--- src/rtl/median_window.sv ---
// 3x3 window serialiser feeding the median stage: two line buffers, a sliding
// window register, and a 9-cycle DO/DSO burst per interior pixel.
module median_window #(
    parameter int W      = 8,
    parameter int LINE_W = 16
) (
    input  logic         CLK,
    input  logic         nRST,
    input  logic [W-1:0] PIX_IN,
    input  logic         PIX_VALID,
    input  logic         SOF,
    output logic         PIX_READY,
    output logic [W-1:0] DO,
    output logic         DSO,
    input  logic         MED_DONE
);
    localparam int CW = $clog2(LINE_W);

    typedef enum logic [1:0] {IDLE, EMIT, WAIT} state_t;

    state_t        state, state_nx;
    logic [CW-1:0] col, acol;
    logic [1:0]    row, arow;
    logic [3:0]    k;
    logic [W-1:0]  w   [9];
    logic [W-1:0]  lb0 [LINE_W];
    logic [W-1:0]  lb1 [LINE_W];
    logic [W-1:0]  top, mid;
    logic          acc, win;

    // SOF forces the accepted pixel to (0,0) regardless of the running counters
    always_comb begin
        acc  = PIX_VALID && PIX_READY;
        acol = SOF ? '0 : col;
        arow = SOF ? '0 : row;
        top  = lb1[acol];
        mid  = lb0[acol];
        win  = arow[1] && (acol >= CW'(2));
    end

    always_comb begin
        state_nx = state;
        case (state)
            IDLE:    if (acc && win) state_nx = EMIT;
            EMIT:    if (k == 4'd8) state_nx = WAIT;
            WAIT:    if (MED_DONE) state_nx = IDLE;
            default: state_nx = IDLE;
        endcase
    end

    always_comb begin
        PIX_READY = (state == IDLE);
        DSO       = (state == EMIT);
        DO        = (state == EMIT) ? w[k] : w[8];
    end

    always_ff @(posedge CLK or posedge nRST) begin
        if (nRST) begin
            state <= IDLE;
            k     <= '0;
        end else begin
            state <= state_nx;
            if (state == EMIT && k != 4'd8) k <= k + 4'd1;
            else                             k <= '0;
        end
    end

    always_ff @(posedge CLK or posedge nRST) begin
        if (nRST) begin
            col <= '0;
            row <= '0;
            for (int unsigned i = 0; i < 9; i++) w[i] <= '0;
        end else if (acc) begin
            if (acol == CW'(LINE_W - 1)) begin
                col <= '0;
                row <= arow[1] ? 2'd2 : arow + 2'd1;
            end else begin
                col <= acol + CW'(1);
                row <= arow;
            end
            for (int unsigned i = 0; i < 3; i++) begin
                w[3*i]   <= w[3*i+1];
                w[3*i+1] <= w[3*i+2];
            end
            w[2] <= top;
            w[5] <= mid;
            w[8] <= PIX_IN;
        end
    end

    // Line buffers are deliberately unreset; row gating masks stale data
    always_ff @(posedge CLK) begin
        if (acc) begin
            lb1[acol] <= mid;
            lb0[acol] <= PIX_IN;
        end
    end

endmodule

--- config.mk ---
export PLATFORM = sky130hd
export DESIGN_NAME = median_window
export DESIGN_NICKNAME = d
export VERILOG_FILES = /design/src/rtl/median_window.sv
export SDC_FILE = /design/constraint.sdc
export NUM_CORES = 1
export LEC_CHECK = 0
export CAP_MARGIN = 30
export CORE_MARGIN = 4
export CORE_UTILIZATION = 48
export DETAILED_ROUTE_END_ITERATION = 12
export DONT_BUFFER_PORTS = 1
export GPL_ROUTABILITY_DRIVEN = 0
export GPL_TIMING_DRIVEN = 1
export PLACE_DENSITY = 0.72
export REMOVE_ABC_BUFFERS = 1
export SLEW_MARGIN = 20
export SYNTH_ARGS = -nofsm -noshare
export SYNTH_HDL_FRONTEND = slang
export SYNTH_SLANG_ARGS = --single-unit
--- constraint.sdc ---
create_clock -name CLK -period 9.15 [get_ports CLK]
set_input_delay 1.83 -clock CLK [delete_from_list [all_inputs] [get_ports CLK]]
set_output_delay 1.83 -clock CLK [all_outputs]
set_load 0.01 [all_outputs]
# Word-level counts from Yosys, hierarchy flattened
# Memory sizes are Yosys's and may differ from the RTL's. A register that Yosys moved wholly into a read port is not among the register bits.
# Index checks and enable logic that the tools add are counted.
[totals]
register_bits = 76
latch_bits = 0
ram_bits = 256
romBits = 0
out_inout_bits = 10
elab_cells = 50
memories = 2
[memory_table]
columns = ["name", "words", "width", "rd", "rd_clocked_by_memory_dff", "wr", "line_no", "text"]
rows = [
  ["lb0", 16, 8, 1, 0, 1, "26", "logic [W-1:0] lb0 [LINE_W];"],
  ["lb1", 16, 8, 1, 1, 1, "27", "logic [W-1:0] lb1 [LINE_W];"],
]
[classes]
n_addsub = 3
mul = 0
n_div = 0
magnitude_cmp = 2
n_eq_ne = 8
shift = 0
muxes = 16
bitwise = 1
n_reduce_logical = 6
[op_table]
columns = ["cell", "count"]
rows = [
  ["8-bit binary-select mux with 4-bit select", 1],
  ["8-bit two-way mux", 3],
  ["2-bit two-way mux", 6],
  ["4-bit two-way mux", 3],
  ["4-bit by 1-bit adder with 4-bit output, second input constant", 2],
  ["4-bit == test, second input constant", 2],
  ["2-bit one-hot mux with 3 select lines", 1],
  ["5-bit greater-or-equal comparator, second input constant", 1],
  ["4-bit inverter with 5-bit output", 1],
  ["4-bit by 2-bit greater-or-equal comparator with 1-bit output, second input constant", 1],
  ["1-bit logical AND", 4],
  ["2-bit by 1-bit inequality test with 1-bit output, second input constant", 2],
  ["4-bit inequality test, second input constant", 1],
  ["3-bit AND reduction", 1],
  ["2-bit by 1-bit adder with 2-bit output, second input constant", 1],
  ["2-bit by 1-bit == test with 1-bit output, second input constant", 1],
  ["2-bit == test, second input constant", 1],
  ["2-bit zero test", 1],
  ["1-bit two-way mux", 2],
  ["2-bit inequality test, second input constant", 1],
]

# Logic depth before layout (Yosys ltp)
# Gate-level depths: netlist of the first run.
[depth]
depth_word = 6
mapped_depth = 8
ltp_nobuf = 5

# Worst setup path after synthesis of the first run
# Ideal clock, no wire load.
[synth_timing]
kind = "input port to flip-flop"
startpoint = "input port PIX_VALID"
endpoint = "memory lb0[1][0], enable pin"
t_arrival_ns = 4.112
required_ns = 8.720
setup_slack_ns = 4.608
path_stages = 3
n_path_buf = 0
cell_sequence = "or3b_1 or3_1 nor4_1"
[synth_between]
elab_chain_len = 3
[synth_lines]
columns = ["item", "line_no", "text"]
rows = [
  ["start: declaration", "10", "input logic PIX_VALID,"],
  ["1-bit logical AND", "33", "acc = PIX_VALID && PIX_READY;"],
  ["1-bit two-way mux", "93", "if (acc) begin"],
  ["1-bit two-way mux (not written as such)", "95", "lb0[acol] <= PIX_IN;"],
  ["end: declaration", "26", ""],
]
# Every way passes these cells.

# Worst setup path in the final report of the first run
[layout_timing]
startpoint = "register state[0]"
endpoint = "output port DO[4]"
[layout_between]
elab_chain_len = 2
[layout_lines]
columns = ["item", "line_no", "text"]
rows = [
  ["start: declaration", "21", "state_t state, state_nx;"],
  ["start signal: assignment", "62", "state <= state_nx;"],
  ["2-bit by 1-bit == test with 1-bit output", "n/a", ""],
  ["named net DSO", "14", "output logic DSO,"],
  ["8-bit two-way mux", "54", "DO = (state == EMIT) ? w[k] : w[8];"],
  ["end: declaration", "13", "output logic [W-1:0] DO,"],
]
# The timed path passes the listed nets, and every way through them passes these cells.

==> impl_metrics.py, run 1 <==
metrics = {
    "timing": {
        "rsz0062_at_grt": "no",
        "finalCritPeriodShare_pct": 45.7,
        "tns_ps": 0,
        "hold_violations": 0,
        "max_freq_ghz": 0.239,
        "tightest_slew_ps": 932,
        "finalSetupViolCount": 0,
        "slew_viol_final": 0,
        "fin_crit_ps": 4180,
        "skew_ps": 20.2,
        "layout_setup_ws_ps": 4970,
        "relSlewSlack_pct": 37.8,
    },
    "detailed_routing": {
        "met2WireLength_mm": 14.9,
        "num_vias": 8197,
        "met1_length_mm": 13.7,
        "ant_nets": 0,
        "routed_wl_mm": 32.3,
        "viasPerCell": 5.97,
        "dr.pass1.iters": 5,
        "top_layer": "met4",
        "wl_met3_mm": 2.99,
        "detail_route.wl_per_cell_um": 23.5,
        "drcViolationCount": 0,
        "drtIter0Drc": 977,
    },
    "worst_setup_path": {
        "start_kind": "flop",
        "slowest_delay_ps": 520,
        "crit_end": "DO[4]",
        "reg2reg_slack_ps": 5540,
        "critPathMaxFanout": 8,
        "crit_cells": 3,
        "cp_num_buf_inv": 0,
        "path_class": "reg2out",
        "end_kind": "output port",
        "reg2reg_from": "col[0]",
        "path_cells": "nor2b_1 > nand2_1 > o21ai_0",
        "required_ps": 7320,
        "cpLargestDelayFamily": "simple AND/OR/NAND/NOR gates",
        "startpoint": "state[0]",
        "critical-path-slowest-cell": "nor2b_1",
        "worst_ep_arrival_time_ps": 2350,
        "reg2reg_to": "lb1[5][1]",
        "worstRegToRegCells": 6,
    },
    "finish": {
        "layout-drive-gt1-share_pct": 15.3,
        "nets": 979,
        "num_antenna_cells": 0,
        "finish.utilization_pct": 53.8,
        "fill_cells": 2338,
        "syn_to_final_growth_pct": 10.2,
    },
    "global_routing": {
        "antenna_found_initial": 0,
        "grt_start_max_net_pins": 71,
        "grt_pass1_wl_mm": 49.2,
        "grt_pass1_vias": 8015,
        "track_usage_pct": 20.3,
        "gr-total-overflow": 0,
    },
    "cts": {
        "cts_buffers": 34,
        "ctsHoldBuffers": 0,
        "cts_root_buf": "clkbuf_16",
        "clkTransAtPathRegs_ps": 60,
        "cts_tree": "yes",
        "cts_resized": 0,
        "cts_setup_buffers": 0,
        "clkLatencyLatePin_ps": 510,
        "htree_num_levels": 2,
        "clock-sinks": 340,
        "clockBufferDepth": 3,
    },
    "logic_synthesis": {
        "synthCells": 966,
        "yosysTopAreaCell": "edfxtp_1",
        "async_reset_ff_share_pct": 24.7,
        "synth_fa_ha_area_share_pct": 0.266,
        "synth_top_area_share_pct": 54.5,
        "synth_most_common_cell": "edfxtp_1",
        "synth_xor_area_share_pct": 0.124,
        "synth_compound_area_share_pct": 6.75,
        "ys_ff_latch": 340,
        "syn_avg_cell_area_um2": 14.6,
        "synth-main-ff-cell": "edfxtp_1",
        "synth_edf_count": 256,
        "yosys_warnings": 0,
        "syn-cell-area_mm2": 0.0141,
        "synth_common_cells": "256 x edfxtp_1, 202 x nand2_1, 84 x dfrtp_1, 57 x mux2i_1, 46 x nor2_1",
        "synth-seq-area-share_pct": 69.4,
        "synth.mux.area_fraction_pct": 10.4,
        "synthSimpleGateAreaFrac_pct": 10.1,
        "synth_top_family_by_area": "multiplexers",
        "synth_cell_type_count": 62,
        "synthTopCellsByArea": "edfxtp_1 55%, dfrtp_1 15%, nand2_1 5.4%",
    },
    "placement": {
        "post-place-ws_ps": 5000,
        "numPortBuffers": 0,
        "dp_hpwl_mm": 20.2,
    },
    "power_and_ir_drop": {
        "leakage_nw": 5.60,
        "power_density_mw_per_mm2": 234,
        "vdd_drop_max_uv": 155,
    },
    "floorplan": {
        "core-area_mm2": 0.0289,
        "start_util_pct": 48.9,
        "fp-row-count": 62,
        "dieWidth_um": 179,
        "ios": 23,
        "fp.dieH_um": 179,
        "dieArea_mm2": 0.0322,
    },
    "flow_run": {
        "max_cap_viol_count": 0,
    },
    "outcome": {
        "status": "completed",
    },
    "hold_path": {
        "min_path_type": "reg2reg",
    },
}
## state kept, by name, summed over array words and instances (netlist names)
signal	cells
row	2
state	2
k	4
lb1	128
w	72
lb0	128
col	4
## where the power goes
group          internal, mW  switching (mW)  leakage [nW]  total [mW]
sequential             1.79          0.0708          3.34        1.86
clock                 0.805           0.566         0.533        1.37
combinational         0.137           0.253          1.72       0.390
total                  2.74           0.891          5.60        3.63
## worst min-delay path, cell delays in order, from the launching register on
cell,delay [ps]
dfrtp_1,340
nand2_1,50
nand2_1,60
## how the worst min path moves through the flow
| stage | from | to | depth (start not counted) |
|---|---|---|---|
| floorplan | w[16] | w[16] | 2 |
| global placement | w[17] | w[17] | 2 |
| detailed placement | w[45] | w[45] | 2 |
| CTS | w[41] | w[41] | 2 |
| global route | w[68] | w[68] | 2 |
| finish | w[68] | w[68] | 2 |
## metal layers
layer,vias up,global-route usage (%)
met1,4135,30.1
li1,3610,-
met5,-,0
met2,404,31.0
met3,48,4.57
met4,0,5.08
## layout by cell type, fill, tap and decap left out, types with 4 or more instances in the layout
| cell | instances |
|---|---|
| a2111oi_2 | 7 |
| a211oi_1 | 10 |
| a21oi_1 | 14 |
| a221o_1 | 9 |
| a221oi_1 | 4 |
| a22oi_1 | 13 |
| a31oi_1 | 14 |
| buf_4 | 17 |
| buf_6 | 4 |
| clkbuf_1 | 9 |
| clkbuf_16 | 35 |
| clkinv_1 | 4 |
| clkinv_2 | 7 |
| dfrtp_1 | 82 |
| edfxtp_1 | 256 |
| inv_1 | 11 |
| mux2_2 | 18 |
| mux2i_1 | 57 |
| mux4_2 | 30 |
| nand2_1 | 202 |
| nand3_1 | 7 |
| nand3b_1 | 6 |
| nor2_1 | 38 |
| nor2_2 | 9 |
| nor2b_1 | 14 |
| nor3_1 | 12 |
| nor4b_1 | 8 |
| o211ai_1 | 5 |
| o21ai_0 | 18 |
## metrics by stage
stage | power (mW) | instances | hold slack [ps] | cell area, µm²
2_1_floorplan | 2.14 | 904 | 440 | 13700
3_3_place_gp | 2.27 | 1304 | 452 | 14400
3_5_place_dp | 2.28 | 1308 | 462 | 14400
4_1_cts | 3.64 | 1369 | 477 | 15500
5_1_grt | 3.76 | 1372 | 496 | 15500
6_report | 3.63 | 1372 | 476 | 15500
## cell families after synthesis
family,Yosys count
mux,106
simple gates,319
fa+ha+maj,3
flops,340
xor+xnor,2
compound gates,122
buf+inv,74
## final cells by class
type	instances	area, µm²	share of cell area (%)
clock buffers	46	937	6.03
clock inverters	15	151	0.975
inverters	12	46.3	0.298
multi-input cells	552	3920	25.2
flip-flops and latches	340	9790	63.1
well taps	384	480	3.09
repair buffers	23	203	1.30
No activity file was read; power rests on OpenSTA's default activity.
==> inputs of run 2 (changes only) <==
Settings changed: PLACE_DENSITY 0.72 to 0.74.
Clock period 9.15 ns to 3.8 ns, I/O delays scaled along.
==> run 2 against run 1 <==
  * Count of clock-buffer cells in the layout decreased by 3
  * Via count increased by 1.9%
  * Sequential power increased by 140%
  * Setup slack got worse by 4300 ps
  * Critical path type unchanged
  * Critical endpoint is now DO[5]
  * Largest cell class unchanged
==> impl_metrics.py, run 2 (synthesis results as in run 1) <==
metrics = {
    "placement": {
        "numPortBuffers": 0,
        "dp_hpwl_mm": 20.6,
    },
    "cts": {
        "cts_resized": 0,
        "clkLatencyLatePin_ps": 500,
        "htree_num_levels": 2,
        "cts_tree": "yes",
        "ctsHoldBuffers": 0,
        "cts_buffers": 35,
        "clkTransAtPathRegs_ps": 60,
        "cts_root_buf": "clkbuf_16",
        "cts_setup_buffers": 0,
        "clockBufferDepth": 3,
        "clock-sinks": 340,
    },
    "power_and_ir_drop": {
        "vdd_drop_max_uv": 280,
        "p_total_mw": 8.79,
        "leakage_nw": 5.75,
        "power_density_mw_per_mm2": 557,
    },
    "outcome": {
        "status": "completed",
    },
    "worst_setup_path": {
        "path_class": "reg2out",
        "critPathMaxFanout": 20,
        "cpLargestDelayFamily": "compound AO/OA/AOI/OAI gates",
        "end_kind": "output port",
        "slowest_delay_ps": 850,
        "start_kind": "flop",
        "required_ps": 3040,
        "critical-path-slowest-cell": "o41ai_2",
        "path_cells": "o41ai_2 > nand2_1 > o21ai_0",
        "reg2reg_slack_ps": 840,
        "reg2reg_to": "lb1[14][5]",
        "worst_ep_arrival_time_ps": 2360,
        "cp_num_buf_inv": 0,
        "worstRegToRegCells": 5,
        "reg2reg_from": "col[0]",
    },
    "global_routing": {
        "antenna_found_initial": 0,
        "gr-total-overflow": 0,
        "track_usage_pct": 20.7,
        "grt_start_max_net_pins": 68,
        "grt_pass1_vias": 8275,
        "grt_pass1_wl_mm": 50.5,
    },
    "finish": {
        "layout-drive-gt1-share_pct": 17.6,
        "final_common_cell": "edfxtp_1",
        "most-common-layout-cells": "256 x edfxtp_1, 202 x nand2_1, 82 x dfrtp_1",
        "num_antenna_cells": 0,
        "syn_to_final_growth_pct": 11.9,
        "nets": 1002,
        "top_regs": "lb0 x128, lb1 x128, w x72",
    },
    "timing": {
        "fin_crit_ps": 3120,
        "max_freq_ghz": 0.320,
        "relSlewSlack_pct": 44.4,
        "rsz0062_at_grt": "no",
        "finalCritPeriodShare_pct": 82.1,
        "slew_viol_final": 0,
        "hold_violations": 0,
        "finalSetupViolCount": 0,
        "tightest_slew_ps": 834,
        "fin_hold_ws_ps": 75.9,
        "skew_ps": 12.2,
    },
    "detailed_routing": {
        "num_vias": 8349,
        "routed_wl_mm": 32.9,
        "dr.pass1.iters": 5,
        "drcViolationCount": 0,
        "detail_route.wl_per_cell_um": 23.7,
        "drtIter0Drc": 902,
        "ant_nets": 0,
        "viasPerCell": 6.00,
    },
    "hold_path": {
        "min_path_type": "in2async",
    },
    "flow_run": {
        "max_cap_viol_count": 0,
    },
    "floorplan": {
        "start_util_pct": 48.9,
        "core-area_mm2": 0.0289,
        "fp-row-count": 62,
        "dieArea_mm2": 0.0322,
        "fp.dieH_um": 179,
        "dieWidth_um": 179,
        "ios": 23,
    },
}
-- run 2: cell types whose count changed in the layout (fill, tap and decap cells not counted), moves of 2 or more --
cell       previous run  this run
nor2_2                9        11
clkbuf_1              9         5
clkbuf_16            35        37
buf_4                17        38
nor2_1               38        36
buf_12                0         6
clkinv_4              0         2
buf_6                 4         0
-- run 2: per-stage QoR --
step           cell area [µm²]  TNS [ps]  instances  utilization [%]  setup WS [ps]
2_1_floorplan            13700  -1204500        904                -          -3740
3_3_place_gp             14600         0       1331             50.7            972
3_5_place_dp             14700         0       1333             50.8            908
4_1_cts                  15800         0       1391             54.7            661
5_1_grt                  15800         0       1391             54.7            507
6_report                 15800         0       1391             54.7            680
-- run 2: area by class of cell --
cell class,count,area [µm²]
fillers,2277,13100
flip-flops and latches,340,9790
multi-input cells,552,3930
clock buffers,43,958
well taps,384,480
repair buffers,45,420
clock inverters,15,154
inverters,12,46.3
-- run 2: how the worst max path moves through the flow --
stage                         start         end  slack [ps]  cells after the start
after floorplan           PIX_VALID  lb0[10][0]       -3740                      3
after global placement         k[0]       DO[6]         970                      3
after detailed placement     col[0]   lb1[3][5]         910                      5
after CTS                      k[1]       DO[5]         660                      3
after global routing           k[1]       DO[5]         510                      3
final                          k[1]       DO[5]         680                      3
-- run 2: where the power goes --
part | switching, mW | total [mW] | internal (mW)
sequential | 0.184 | 4.50 | 4.32
combinational | 0.595 | 0.950 | 0.355
clock | 1.35 | 3.34 | 1.99
-- run 2: layer usage --
layer | wire length (µm) | global-route usage, % | part of all wire, % | up-vias
met3 | 2650 | 4.30 | 8.0 | 72
met4 | 907 | 6.38 | 2.8 | 0
met1 | 13800 | 29.6 | 42 | 4252
met5 | 0 | 0 | 0 | -
li1 | - | - | - | 3652
met2 | 15500 | 32.4 | 47 | 373
==> inputs of run 3 (changes only) <==
Settings changed: PLACE_DENSITY 0.74 to 0.72.
Clock period 3.8 ns to 3.1 ns, I/O delays scaled along.
==> run 3 against run 2 <==
  * Register-to-register slack got worse by 400 ps
  * Via count fell by 0.20%
  * Sequential power rose by 22%
  * Routed wire length barely moved
  * Clock power rose by 18%
  * Hold slack improved by 17 ps
  * Highest routed layer unchanged
==> impl_metrics.py, run 3 (synthesis results as in run 1) <==
metrics = {
    "outcome": {
        "status": "completed",
    },
    "global_routing": {
        "grt.busiest_layer": "met2",
        "met3_usage_pct": 4.76,
        "grt_pass1_wl_mm": 49.7,
        "grt.met2_usage_pct": 31.5,
        "track_usage_pct": 20.7,
        "grt_start_max_net_pins": 67,
        "globalRouteMet1Util_pct": 30.6,
        "grt_pass1_vias": 8033,
        "antenna_found_initial": 0,
        "gr-total-overflow": 0,
    },
    "timing": {
        "fin_hold_ws_ps": 92.9,
        "finalCritPeriodShare_pct": 94.6,
        "tns_ps": 0,
        "finalSetupViolCount": 0,
        "relSlewSlack_pct": 37.8,
        "skew_ps": 21.7,
        "max_freq_ghz": 0.341,
        "layout_setup_ws_ps": 166,
        "rsz0062_at_grt": "no",
        "hold_violations": 0,
        "fin_crit_ps": 2930,
        "slew_viol_final": 0,
        "tightest_slew_ps": 934,
    },
    "floorplan": {
        "fp-row-count": 62,
        "dieArea_mm2": 0.0322,
        "start_util_pct": 48.9,
        "core-area_mm2": 0.0289,
        "fp.dieH_um": 179,
        "ios": 23,
        "dieWidth_um": 179,
    },
    "worst_setup_path": {
        "worst_ep_arrival_time_ps": 2310,
        "required_ps": 2480,
        "end_kind": "output port",
        "critPathMaxFanout": 20,
        "path_class": "reg2out",
        "start_kind": "flop",
    },
    "cts": {
        "cts_setup_buffers": 0,
        "cts_resized": 0,
        "clockBufferDepth": 3,
        "cts_buffers": 35,
        "cts_root_buf": "clkbuf_16",
        "htree_num_levels": 2,
        "ctsHoldBuffers": 0,
        "clkTransAtPathRegs_ps": 60,
        "cts_tree": "yes",
        "clock-sinks": 340,
        "clkLatencyLatePin_ps": 510,
    },
    "detailed_routing": {
        "ant_nets": 0,
        "routed_wl_mm": 32.9,
        "num_vias": 8332,
        "detail_route.wl_per_cell_um": 23.5,
        "drtIter0Drc": 1016,
        "viasPerCell": 5.95,
        "dr.pass1.iters": 6,
        "drcViolationCount": 0,
    },
    "finish": {
        "finish.utilization_pct": 54.7,
        "fill_cells": 2276,
        "top_regs": "lb0 x128, lb1 x128, w x72",
        "instances_no_fill": 1401,
        "final_common_cell": "edfxtp_1",
        "layout-drive-gt1-share_pct": 17.6,
        "nets": 1008,
        "final_area_mm2": 0.0158,
        "most-common-layout-cells": "256 x edfxtp_1, 202 x nand2_1, 82 x dfrtp_1",
        "num_antenna_cells": 0,
        "syn_to_final_growth_pct": 12.0,
    },
    "power_and_ir_drop": {
        "p_total_mw": 10.6,
        "leakage_nw": 5.76,
        "vdd_drop_max_uv": 475,
        "power_density_mw_per_mm2": 671,
    },
    "placement": {
        "numPortBuffers": 0,
        "dpl_cell_area_mm2": 0.0147,
        "dp.cells": 1339,
        "post-place-ws_ps": 525,
        "dp_hpwl_mm": 20.4,
    },
    "hold_path": {
        "min_path_type": "in2async",
    },
    "flow_run": {
        "max_cap_viol_count": 0,
    },
}
## run 3: changes by cell type in the layout (fill, tap and decap cells not counted), sizes merged
cell and delta:
clkinvlp +2, clkinv +1, bufinv -1, buf +6, inv +2
## run 3: cell type report
class | instances | area [µm²] | area share (%)
sequential | 340 | 9790 | 62.0
multi-input combinational | 552 | 3920 | 24.8
clock inverter | 19 | 149 | 0.943
inverter | 12 | 46.3 | 0.293
tap | 384 | 480 | 3.04
timing repair buffer | 51 | 483 | 3.06
clock buffer | 43 | 916 | 5.80
## run 3: critical path, cell delays in order, from the launching register on
cell and delay, ps:
dfrtp_1 950, mux4_2 360, mux2i_1 60, o21ai_0 430
## run 3: worst paths after layout
path,from,to,slack (ps),cells past startpoint
max,k[1],DO[3],170,3
min,nRST,w[56],90,1
max reg2reg,col[2],lb1[5][5],440,4
min reg2reg,w[21],w[21],470,2
max in group asynchronous,nRST,w[17],2310,2
min in group CLK,PIX_IN[4],lb0[1][4],210,0
## run 3: report_power, final
| part | switching [mW] | internal [mW] |
|---|---|---|
| Sequential | 0.219 | 5.29 |
| Combinational | 0.710 | 0.438 |
| Clock | 1.66 | 2.27 |
## run 3: layer usage
layer / routed length (µm) / vias up
met3: 3070 / 60
met1: 14000 / 4193
met5: 0 / -
met2: 15100 / 410
met4: 719 / 0
li1: - / 3669
